--- src/rtl/spi_arbiter.sv ---
// rtl/spi_arbiter.sv - round-robin arbiter and transaction sequencer sharing one spi_master
//
// Ports:
//   clk            system clock, all logic on posedge
//   rst            synchronous active-low reset
//   req            level request, one bit per requester
//   req_data       requester frames, requester i at [i*SEND_DATA_LEN +: SEND_DATA_LEN]
//   gnt            one-hot grant, held from START through DONE
//   done           one-cycle completion pulse to the grantee
//   err            one-cycle pulse with done when the master never went busy
//   rsp_data       last received word, updated on successful completion only
//   spi_en         master enable
//   spi_send_data  master transmit frame
//   spi_busy       master busy
//   spi_recv_data  master received word
module spi_arbiter #(
    parameter int NUM_REQ       = 4,
    parameter int SEND_DATA_LEN = 12,
    parameter int RECV_DATA_LEN = 8,
    parameter int EN_HOLD_CLKS  = 4,
    parameter int BUSY_TIMEOUT  = 64
) (
    input  logic                               clk,
    input  logic                               rst,
    input  logic [NUM_REQ-1:0]                 req,
    input  logic [NUM_REQ*SEND_DATA_LEN-1:0]   req_data,
    output logic [NUM_REQ-1:0]                 gnt,
    output logic [NUM_REQ-1:0]                 done,
    output logic                               err,
    output logic [RECV_DATA_LEN-1:0]           rsp_data,
    output logic                               spi_en,
    output logic [SEND_DATA_LEN-1:0]           spi_send_data,
    input  logic                               spi_busy,
    input  logic [RECV_DATA_LEN-1:0]           spi_recv_data
);

    localparam int PTR_W  = (NUM_REQ > 1) ? $clog2(NUM_REQ) : 1;
    localparam int HOLD_W = $clog2(EN_HOLD_CLKS + 1);
    localparam int TMR_W  = $clog2(BUSY_TIMEOUT + 1);

    typedef enum logic [2:0] {
        IDLE      = 3'd0,
        START     = 3'd1,
        WAIT_BUSY = 3'd2,
        XFER      = 3'd3,
        DONE      = 3'd4
    } state_t;

    state_t               state, state_nxt;
    logic [PTR_W-1:0]     last, last_nxt;
    logic [HOLD_W-1:0]    hold_cnt, hold_cnt_nxt;
    logic [TMR_W-1:0]     timer, timer_nxt;
    logic                 err_flag, err_flag_nxt;

    logic [NUM_REQ-1:0]       gnt_nxt, done_nxt;
    logic                     err_nxt, spi_en_nxt;
    logic [RECV_DATA_LEN-1:0] rsp_data_nxt;
    logic [SEND_DATA_LEN-1:0] send_nxt;

    logic [PTR_W-1:0]         winner, cand;
    logic                     found;
    logic [SEND_DATA_LEN-1:0] win_frame;
    logic [NUM_REQ-1:0]       win_onehot;
    logic                     hold_end, timer_end;

    assign hold_end  = (hold_cnt == HOLD_W'(EN_HOLD_CLKS - 1));
    assign timer_end = (timer == TMR_W'(BUSY_TIMEOUT));

    // Search starts just after the last grantee and wraps, so the previous
    // winner is always considered last.
    always_comb begin
        int idx;
        idx    = 0;
        cand   = '0;
        winner = last;
        found  = 1'b0;
        for (int k = 1; k <= NUM_REQ; k++) begin
            idx  = (int'(last) + k) % NUM_REQ;
            cand = PTR_W'(idx);
            if (!found && req[cand]) begin
                winner = cand;
                found  = 1'b1;
            end
        end
    end

    always_comb begin
        win_frame  = '0;
        win_onehot = '0;
        for (int i = 0; i < NUM_REQ; i++) begin
            if (winner == PTR_W'(i)) begin
                win_frame     = req_data[i*SEND_DATA_LEN +: SEND_DATA_LEN];
                win_onehot[i] = 1'b1;
            end
        end
    end

    // State register and all registered outputs
    always_ff @(posedge clk) begin
        if (!rst) begin
            state         <= IDLE;
            last          <= PTR_W'(NUM_REQ - 1);
            hold_cnt      <= '0;
            timer         <= '0;
            err_flag      <= 1'b0;
            gnt           <= '0;
            done          <= '0;
            err           <= 1'b0;
            rsp_data      <= '0;
            spi_en        <= 1'b0;
            spi_send_data <= '0;
        end else begin
            state         <= state_nxt;
            last          <= last_nxt;
            hold_cnt      <= hold_cnt_nxt;
            timer         <= timer_nxt;
            err_flag      <= err_flag_nxt;
            gnt           <= gnt_nxt;
            done          <= done_nxt;
            err           <= err_nxt;
            rsp_data      <= rsp_data_nxt;
            spi_en        <= spi_en_nxt;
            spi_send_data <= send_nxt;
        end
    end

    // Next-state logic
    always_comb begin
        state_nxt = state;
        case (state)
            IDLE: begin
                // A master left busy by an arbiter reset must finish first
                if (!spi_busy && (req != '0)) begin
                    state_nxt = START;
                end
            end
            START: begin
                if (hold_end) begin
                    state_nxt = WAIT_BUSY;
                end
            end
            WAIT_BUSY: begin
                if (spi_busy) begin
                    state_nxt = XFER;
                end else if (timer_end) begin
                    state_nxt = DONE;
                end
            end
            XFER: begin
                if (!spi_busy) begin
                    state_nxt = DONE;
                end
            end
            DONE:    state_nxt = IDLE;
            default: state_nxt = IDLE;
        endcase
    end

    // Next values for counters and registered outputs
    always_comb begin
        last_nxt     = last;
        hold_cnt_nxt = hold_cnt;
        timer_nxt    = timer;
        err_flag_nxt = err_flag;
        gnt_nxt      = gnt;
        done_nxt     = '0;
        err_nxt      = 1'b0;
        rsp_data_nxt = rsp_data;
        spi_en_nxt   = spi_en;
        send_nxt     = spi_send_data;
        case (state)
            IDLE: begin
                if (!spi_busy && (req != '0)) begin
                    last_nxt     = winner;
                    gnt_nxt      = win_onehot;
                    send_nxt     = win_frame;
                    spi_en_nxt   = 1'b1;
                    hold_cnt_nxt = '0;
                end
            end
            START: begin
                if (hold_end) begin
                    spi_en_nxt = 1'b0;
                    timer_nxt  = '0;
                end else begin
                    hold_cnt_nxt = hold_cnt + 1'b1;
                end
            end
            WAIT_BUSY: begin
                if (!spi_busy) begin
                    if (timer_end) begin
                        err_flag_nxt = 1'b1;
                    end else begin
                        timer_nxt = timer + 1'b1;
                    end
                end
            end
            XFER: begin
                if (!spi_busy) begin
                    rsp_data_nxt = spi_recv_data;
                end
            end
            DONE: begin
                gnt_nxt      = '0;
                err_flag_nxt = 1'b0;
            end
            default: ;
        endcase
        // The pulse registers load on entry so they are high during DONE itself
        if (state != DONE && state_nxt == DONE) begin
            done_nxt = gnt;
            err_nxt  = err_flag_nxt;
        end
    end

endmodule

--- config.mk ---
export PLATFORM = sky130hd
export DESIGN_NAME = spi_arbiter
export DESIGN_NICKNAME = d
export VERILOG_FILES = /design/src/rtl/spi_arbiter.sv
export SDC_FILE = /design/constraint.sdc
export NUM_CORES = 1
export LEC_CHECK = 0
export ABC_AREA = 1
export BUFFER_PORTS_ARGS = -buffer_cell sky130_fd_sc_hd__buf_4
export CORE_UTILIZATION = 40
export CTS_BUF_LIST = sky130_fd_sc_hd__clkbuf_16
export CTS_CLUSTER_SIZE = 40
export DETAILED_ROUTE_END_ITERATION = 10
export PLACE_DENSITY = 0.72
export SYNTH_ARGS = -nofsm -noshare
export SYNTH_HDL_FRONTEND = slang
export SYNTH_SLANG_ARGS = --single-unit
--- constraint.sdc ---
create_clock -name clk -period 5 [get_ports clk]
set_clock_uncertainty 0.15 [all_clocks]
set_input_delay 0 -clock clk [delete_from_list [all_inputs] [get_ports clk]]
set_output_delay 0 -clock clk [all_outputs]
set_load 0.01 [all_outputs]
==> results of run 1 <==
[metal layers]
layer	wire length [µm]	vias to the layer above	global-route usage
met4	14	0	0.04310
met2	3732	81	0.3943
met5	0	-	0
li1	-	1474	-
met3	419	2	0.05714
met1	2835	1297	0.2289
[layout by cell type (no fill, tap or decap)]
| master | instances |
|---|---|
| nand3_4 | 2 |
| o21ai_0 | 19 |
| inv_1 | 55 |
| nand3_1 | 19 |
| ha_1 | 4 |
| o21ai_2 | 1 |
| a21oi_1 | 21 |
| dfxtp_1 | 46 |
| nand2_8 | 1 |
| o21ai_1 | 11 |
| nand2_2 | 3 |
| clkinvlp_4 | 1 |
| clkbuf_16 | 5 |
| inv_6 | 1 |
| nand4_1 | 5 |
| a21oi_2 | 3 |
| inv_4 | 2 |
| a2bb2oi_1 | 1 |
| nor2_1 | 44 |
| nor2_4 | 4 |
| dlygate4sd3_1 | 42 |
| nor3_1 | 8 |
| o21bai_2 | 3 |
| nor4_1 | 1 |
| nand3_2 | 2 |
| inv_2 | 3 |
| nand2_4 | 7 |
| nor3b_1 | 1 |
| xnor2_1 | 1 |
| bufinv_16 | 1 |
| buf_4 | 92 |
| xor2_1 | 1 |
| a211oi_1 | 2 |
| nand2_1 | 107 |
[critical path, delay by kind of cell (launching register included)]
kind / cells / cell delay (ns)
AO/OA/AOI/OAI: 1 / 0.11
buffers and inverters: 4 / 1.29
flip-flops: 1 / 0.55
AND/OR/NAND/NOR: 11 / 1.23
[through the flow]
step / instance area [µm²] / instances / hold slack, ns / power [W]
after floorplan: 2608 / 387 / -0.01163 / 0.0008214
after global routing: 3910 / 596 / 0.05926 / 0.001459
final: 3910 / 596 / 0.02307 / 0.001374
after CTS: 3910 / 596 / 0.03379 / 0.001376
after global placement: 3323 / 546 / 0.1024 / 0.0009384
after detailed placement: 3323 / 546 / 0.1159 / 0.0009451
[report_power, final]
part           leakage [nW]  switching, W  internal, W  total (W)
logic                  1.45      0.000328     0.000254   0.000582
registers             0.374     0.0000245     0.000400   0.000424
clock network        0.0812      0.000134     0.000234   0.000368
[cell families after synthesis]
| logic type | synth area share |
|---|---|
| xor gates and xnor gates | 0.006719 |
| buffers and inverters | 0.1176 |
| DFF | 0.3532 |
| adders and majority gates | 0.01919 |
| AOI/OAI and AO/OA | 0.1334 |
| and+or+nand+nor | 0.3700 |
[final timing paths]
kind                startpoint          endpoint  slack, ns  cells after the start
setup / recovery       last[0]  spi_send_data[9]       1.59                     16
hold / removal    req_data[16]  spi_send_data[4]       0.02                      7
setup reg to reg       last[0]  spi_send_data[9]       1.59                     16
hold reg to reg         gnt[0]           done[0]       0.29                      2
[registers in the layout (all words and copies together), names as in the netlist, 2 cells and up]
name           count
spi_send_data     12
state              3
gnt                4
done               4
hold_cnt           3
timer              7
rsp_data           8
last               2
[final cells by class]
cell class / instances / area [µm²] / area share
inverters: 60 / 235.2 / 0.06016
multi-input cells: 271 / 1380 / 0.3530
clock buffers: 5 / 125.1 / 0.03200
clock inverters: 3 / 41.29 / 0.01056
flip-flops and latches: 46 / 920.9 / 0.2355
repair buffers: 134 / 1111 / 0.2842
well taps: 77 / 96.34 / 0.02464
[what timing repair did]
item                                   in CTS  in global routing
resized for setup                           0                  0
hold buffers                               42                  0
endpoints found under the hold margin      25                  0
==> flow_summary.json, run 1 <==
{
  "drive_above_1_share": 0.2524,
  "required_ns": 5.06,
  "worst_slack_ns": 1.590,
  "drc": 0,
  "portBuffers": 92,
  "syn_area_mm2": 0.002608,
  "grt_first_pass_wirelength_mm": 10.99,
  "numCtsBuffers": 5,
  "synthesis.instances": 387,
  "clkSinkCount": 46,
  "cap_violations": 0,
  "yosysUniqueCellTypes": 32,
  "wirelength_mm": 7.000,
  "dp_hpwl_mm": 4.780,
  "grt_pass1_vias": 2706,
  "dieArea_mm2": 0.006846,
  "path_cells": "inv_6 -> nand2_1 -> nand2_1 -> nand2_1 -> nand2_1 -> nor2_4 -> nand3_2 -> nand2_4 -> inv_4 -> nor2_4 -> nand2_1 -> nand3_1 -> dlygate4sd3_1 -> nand2_1 -> dlygate4sd3_1 -> a21oi_1",
  "worstSetupPathType": "register to register",
  "status": "finished clean",
  "hp-class": "input pin to register",
  "powerDensity_mw_per_mm2": 351.5,
  "startpoint_type": "register",
  "slowest_delay_ns": 0.55,
  "fillers": 581,
  "crit_arrival_ns": 3.47,
  "ios": 93,
  "die_h_um": 82.74,
  "critPathSlowestCell": "dfxtp_1",
  "ant_nets": 0,
  "fin_util": 0.6193,
  "setup_tns_ns": 0,
  "vias_per_cell": 4.789,
  "synthFlopType": "dfxtp_1",
  "n_antenna_cell": 0,
  "layout.nets": 585,
  "grt_setup_unrepaired": "false",
  "drt_iter0_markers": 110,
  "cts_setup_buffers": 0,
  "setup_viol": 0,
  "hold_viol": 0,
  "pre_cts_ws_ns": 2.699,
  "via_count": 2854,
  "ys_top_cells_by_area": "dfxtp_1 35%, nand2_1 15%, inv_1 7.8%, nor2_1 6.3%, a21oi_1 4.0%",
  "cts_root_buf": "clkbuf_16",
  "worstMarginPinSlew_ns": 0.7602,
  "async_flop_share": 0,
  "fin_crit_ns": 3.410,
  "post-synth-top-count-cell": "nand2_1",
  "finalMaxSlewViolations": 0,
  "syn_to_final_growth_pct": 49.95,
  "setup.worst_path.end_class": "register",
  "cpMostUsedCell": "nand2_1",
  "finalCritPeriodShare": 0.6821,
  "cts_buffer_depth": 2,
  "fmax_mhz": 293.2,
  "synthTopCellsByCount": "107 x nand2_1, 54 x inv_1, 46 x dfxtp_1",
  "yosysSeqAreaShare": 0.3532,
  "synth_largest_area_cell": "dfxtp_1",
  "overflow": 0,
  "initial_core_util": 0.4130,
  "clkTransAtPathRegs_ns": 0.06,
  "die_w_um": 82.74,
  "h-tree-depth": 2,
  "slew_headroom": 0.4926,
  "synth_edf_count": 0,
  "drt_first_pass_iters": 4,
  "core_mm2": 0.006314,
  "yosysTopAreaCellShare": 0.3532,
  "grt_usage": 0.2082,
  "fp-row-count": 29,
  "cp_max_fo": 16,
  "p_leak_nw": 1.907,
  "synth.avg_cell_area_um2": 6.738,
  "cts_tree": "yes",
  "antenna_found_initial": 0,
  "yosysWarnings": 0,
  "grt_max_degree": 23,
  "ys_ff_latch": 46,
  "place_congestion": 0.8658,
  "vdd_drop_max_v": 0.0002240,
  "clk_latency_ns": 0.28,
  "routedWlPerCell_um": 11.74,
  "syn_nets": 454
}
No activity file was read; power rests on OpenSTA's default activity.
==> run 2, diff against run 1 <==
PLACE_DENSITY = 0.74   (was 0.72)
clock period = 2.9 ns   (was 5 ns; I/O delays follow)
==> flow_summary.json, run 2 (synthesized netlist as in run 1, its figures left out) <==
{
  "h-tree-depth": 2,
  "portBuffers": 92,
  "die_w_um": 82.74,
  "layout_commonest_cell": "nand2_1",
  "overflow": 0,
  "antenna_found_initial": 0,
  "worstSetupPathType": "register to register",
  "routedWlPerCell_um": 12.17,
  "worst_slack_ns": 0.1638,
  "clk_latency_ns": 0.29,
  "reg_top3": "spi_send_data: 12 flops, rsp_data: 8 flops, timer: 7 flops",
  "r2r_end": "spi_send_data[6]",
  "reg2reg_depth": 14,
  "clkSinkCount": 46,
  "cap_violations": 0,
  "worstHoldPathCells": 7,
  "required_ns": 2.96,
  "fin_crit_ns": 2.736,
  "drt_first_pass_iters": 4,
  "setup_viol": 0,
  "fmax_mhz": 365.5,
  "slew_headroom": 0.4899,
  "setup.worst_path.end_class": "register",
  "grt_usage": 0.2293,
  "largest_reg_flops": 12,
  "crit_arrival_ns": 2.80,
  "syn_to_final_growth_pct": 49.47,
  "worstMarginPinSlew_ns": 0.7643,
  "startpoint_type": "register",
  "drive_above_1_share": 0.2596,
  "vdd_drop_max_v": 0.0003313,
  "pre_cts_ws_ns": 0.6010,
  "ant_nets": 0,
  "cts_tree": "yes",
  "core_mm2": 0.006314,
  "stdcell_area_mm2": 0.003897,
  "cts_root_buf": "clkbuf_16",
  "finalCritPeriodShare": 0.9435,
  "reg2reg_from": "last[0]",
  "clkTransAtPathRegs_ns": 0.06,
  "layout_common_cells": "107 x nand2_1, 93 x buf_4, 54 x inv_1",
  "numCtsBuffers": 5,
  "fillers": 573,
  "hp-class": "input pin to register",
  "largest_register": "spi_send_data",
  "via_count": 2874,
  "initial_core_util": 0.4130,
  "vias_per_cell": 4.814,
  "worstHoldStart": "req_data[16]",
  "grt_first_pass_wirelength_mm": 11.98,
  "multi_input_area_mm2": 0.001380,
  "ios": 93,
  "die_h_um": 82.74,
  "place_congestion": 0.8361,
  "grt_pass1_vias": 2776,
  "powerDensity_mw_per_mm2": 587.8,
  "finalMaxSlewViolations": 0,
  "status": "finished clean",
  "cts_buffer_depth": 2,
  "drc": 0,
  "dp_hpwl_mm": 4.875,
  "grt_max_degree": 23,
  "dieArea_mm2": 0.006846,
  "n_antenna_cell": 0,
  "hold_viol": 0,
  "fp-row-count": 29,
  "hold-path-endpoint": "spi_send_data[4]",
  "setup_tns_ns": 0,
  "drt_iter0_markers": 155,
  "ff_latch_area_um2": 923.4,
  "cp_max_fo": 17,
  "layout.nets": 586,
  "wirelength_mm": 7.264,
  "place_area_mm2": 0.003331,
  "grt_setup_unrepaired": "false",
  "p_leak_nw": 1.904,
  "r2r_slack_ns": 0.16
}
[run 2: changes by cell type in the layout (fill, tap and decap cells not counted), sizes merged]
cell      change
clkinv        +2
bufinv        -1
buf           +1
clkinvlp      -1
[run 2: power breakdown]
group	internal (W)	switching, W
Combinational	0.000436	0.000562
Sequential	0.000690	0.0000432
Clock	0.000319	0.000241
[run 2: worst max-delay path by stage]
stage	startpoint	endpoint	slack, ns	cells after the start
after global placement	last[0]	spi_send_data[1]	0.70	14
after detailed placement	last[0]	spi_send_data[1]	0.60	14
after floorplan	last[0]	spi_send_data[6]	0.99	14
after CTS	last[0]	spi_send_data[7]	0.07	14
final	last[0]	spi_send_data[6]	0.16	14
after global routing	last[0]	spi_send_data[6]	0.007	14
[run 2: metal layers]
layer,up-vias,track usage,routed length (µm)
met5,-,0,0
met4,0,0.07931,162
met3,17,0.06044,416
met2,85,0.4098,3769
met1,1295,0.2612,2915
li1,1477,-,-
[run 2: through the flow]
stage               hold slack (ns)  utilization  instances  total power [W]
floorplan                  -0.01163            -        387         0.001416
global placement             0.1012       0.5275        547         0.001604
detailed placement           0.1120       0.5275        547         0.001627
CTS                         0.02299       0.6169        597         0.002290
global route                0.08196       0.6173        597         0.002441
finish                      0.02710       0.6173        597         0.002291
[run 2: worst max-delay path, stage by stage (launching register included)]
cell           delay [ns]
dfxtp_2              0.45
inv_6                0.08
nand2_1              0.10
nand2_4              0.08
nand2_4              0.09
nand2_4              0.07
nor2_4               0.11
nand3_2              0.18
nand2_8              0.21
nand2_4              0.13
inv_2                0.13
o21bai_2             0.12
nand2_1              0.05
dlygate4sd3_1        0.58
a21oi_2              0.13
[run 2: area by class of cell]
type | instances | area share
repair buffers | 135 | 0.2870
well taps | 77 | 0.02472
clock buffers | 5 | 0.03210
clock inverters | 3 | 0.004815
multi-input cells | 271 | 0.3541
inverters | 60 | 0.06035
flip-flops and latches | 46 | 0.2369
[run 2: repair_timing]
item                                    4_1_cts  5_1_grt
hold buffers                                 42        0
endpoints found under the setup margin        0        9
endpoints found under the hold margin        25        0
setup buffers                                 0        0
gates resized for setup                       0        2
==> run 3, diff against run 2 <==
PLACE_DENSITY = 0.72   (was 0.74)
clock period = 2.6 ns   (was 2.9 ns; I/O delays follow)
==> flow_summary.json, run 3 (synthesized netlist as in run 1, its figures left out) <==
{
  "status": "finished clean",
  "setup.worst_path.end_class": "register",
  "ant_nets": 0,
  "setup_tns_ns": 0,
  "die_w_um": 82.74,
  "crit_arrival_ns": 2.38,
  "n_antenna_cell": 0,
  "dieArea_mm2": 0.006846,
  "slew_headroom": 0.4964,
  "grt_first_pass_wirelength_mm": 11.96,
  "hp-class": "input pin to register",
  "layout_common_cells": "107 x nand2_1, 93 x buf_4, 55 x inv_1",
  "drt_first_pass_iters": 4,
  "dp_hpwl_mm": 4.910,
  "grt_pass1_vias": 2796,
  "worstHoldStart": "req_data[33]",
  "core_mm2": 0.006314,
  "vias_per_cell": 4.780,
  "cts_root_buf": "clkbuf_16",
  "pre_cts_ws_ns": 0.2861,
  "layout_commonest_cell": "nand2_1",
  "vdd_drop_max_v": 0.0006388,
  "clk_latency_ns": 0.29,
  "reg2reg_depth": 14,
  "fmax_mhz": 432.8,
  "overflow": 0,
  "clkSinkCount": 46,
  "path_cells": "inv_6 -> nand2_1 -> nand2_4 -> nand2_4 -> nand2_4 -> nor2_4 -> nand3_2 -> nand2_8 -> nand2_4 -> inv_2 -> nand2_1 -> nand2_1 -> nand2_1 -> a21oi_1",
  "fin_crit_ns": 2.311,
  "cp_max_fo": 17,
  "finalMaxSlewViolations": 0,
  "ios": 93,
  "r2r_end": "spi_send_data[1]",
  "cts_tree": "yes",
  "drt_iter0_markers": 132,
  "cts_setup_buffers": 0,
  "die_h_um": 82.74,
  "routedWlPerCell_um": 12.52,
  "largest_register": "spi_send_data",
  "slowest_delay_ns": 0.56,
  "worstHoldPathCells": 5,
  "wirelength_mm": 7.572,
  "via_count": 2892,
  "layout.nets": 594,
  "startpoint_type": "register",
  "grt_max_degree": 23,
  "drive_above_1_share": 0.2500,
  "worstMarginPinSlew_ns": 0.7546,
  "hold-path-endpoint": "spi_send_data[9]",
  "initial_core_util": 0.4130,
  "syn_to_final_growth_pct": 52.40,
  "fillers": 548,
  "cap_violations": 0,
  "fp-row-count": 29,
  "cts_hold_buffers": 50,
  "setup_viol": 0,
  "critPathSlowestCell": "dfxtp_1",
  "worst_slack_ns": 0.2894,
  "reg2reg_from": "last[0]",
  "path_buf_inv": 2,
  "required_ns": 2.67,
  "antenna_found_initial": 0,
  "cts_buffer_depth": 2,
  "h-tree-depth": 2,
  "r2r_slack_ns": 0.29,
  "hold_viol": 0,
  "crit_family": "simple AND/OR/NAND/NOR gates",
  "timing.hold.ws_ns": 0.007781,
  "reg_top3": "spi_send_data: 12 flops, rsp_data: 8 flops, timer: 7 flops",
  "grt_setup_unrepaired": "false",
  "cts_resized": 0,
  "p_leak_nw": 1.942,
  "power_w": 0.002500,
  "finalCritPeriodShare": 0.8887,
  "worst-path-stages": 14,
  "numCtsBuffers": 5,
  "place_congestion": 0.8253,
  "worstSetupPathType": "register to register",
  "clkTransAtPathRegs_ns": 0.06,
  "drc": 0,
  "portBuffers": 92,
  "grt_usage": 0.2336,
  "powerDensity_mw_per_mm2": 629.0,
  "largest_reg_flops": 12
}
-- run 3: area by class of cell --
type	instances	area [µm²]	area share
Multi-Input combinational cell	271	1380	0.3473
Timing Repair Buffer	143	1199	0.3016
Sequential cell	46	920.9	0.2317
Inverter	60	235.2	0.05919
Clock buffer	5	125.1	0.03149
Tap cell	77	96.34	0.02424
Clock inverter	3	17.52	0.004408
-- run 3: tightest hold or removal path: cells and delay by family --
kind,cells,cell delay [ns]
AO/OA/AOI/OAI,2,0.19
AND/OR/NAND/NOR,2,0.14
buffers and inverters,1,0.08
-- run 3: worst max path at each step --
stage	start	to	slack, ns
after floorplan	last[0]	spi_send_data[6]	0.69
after global placement	last[0]	spi_send_data[1]	0.40
after detailed placement	last[0]	spi_send_data[1]	0.29
after CTS	last[0]	spi_send_data[1]	0.26
after global routing	last[0]	spi_send_data[1]	0.07
final	last[0]	spi_send_data[1]	0.29
-- run 3: routing by layer --
layer	part of all wire	vias to the layer above	global-route usage	routed length, µm
met5	0	-	0	0
met4	0.033	0	0.09655	251
met3	0.065	27	0.08681	490
met2	0.51	95	0.4303	3841
met1	0.39	1279	0.2344	2988
li1	-	1491	-	-
-- run 3: metrics by stage --
stage	area, µm²	util	instances
2_1_floorplan	2608	-	387
3_3_place_gp	3331	0.5275	547
3_5_place_dp	3331	0.5275	547
4_1_cts	3974	0.6294	605
5_1_grt	3974	0.6294	605
6_report	3974	0.6294	605
-- run 3: where the power goes --
part	switching [W]	internal, W
clock	0.000272	0.000353
combinational	0.000625	0.000434
sequential	0.0000479	0.000768
total	0.000945	0.00155
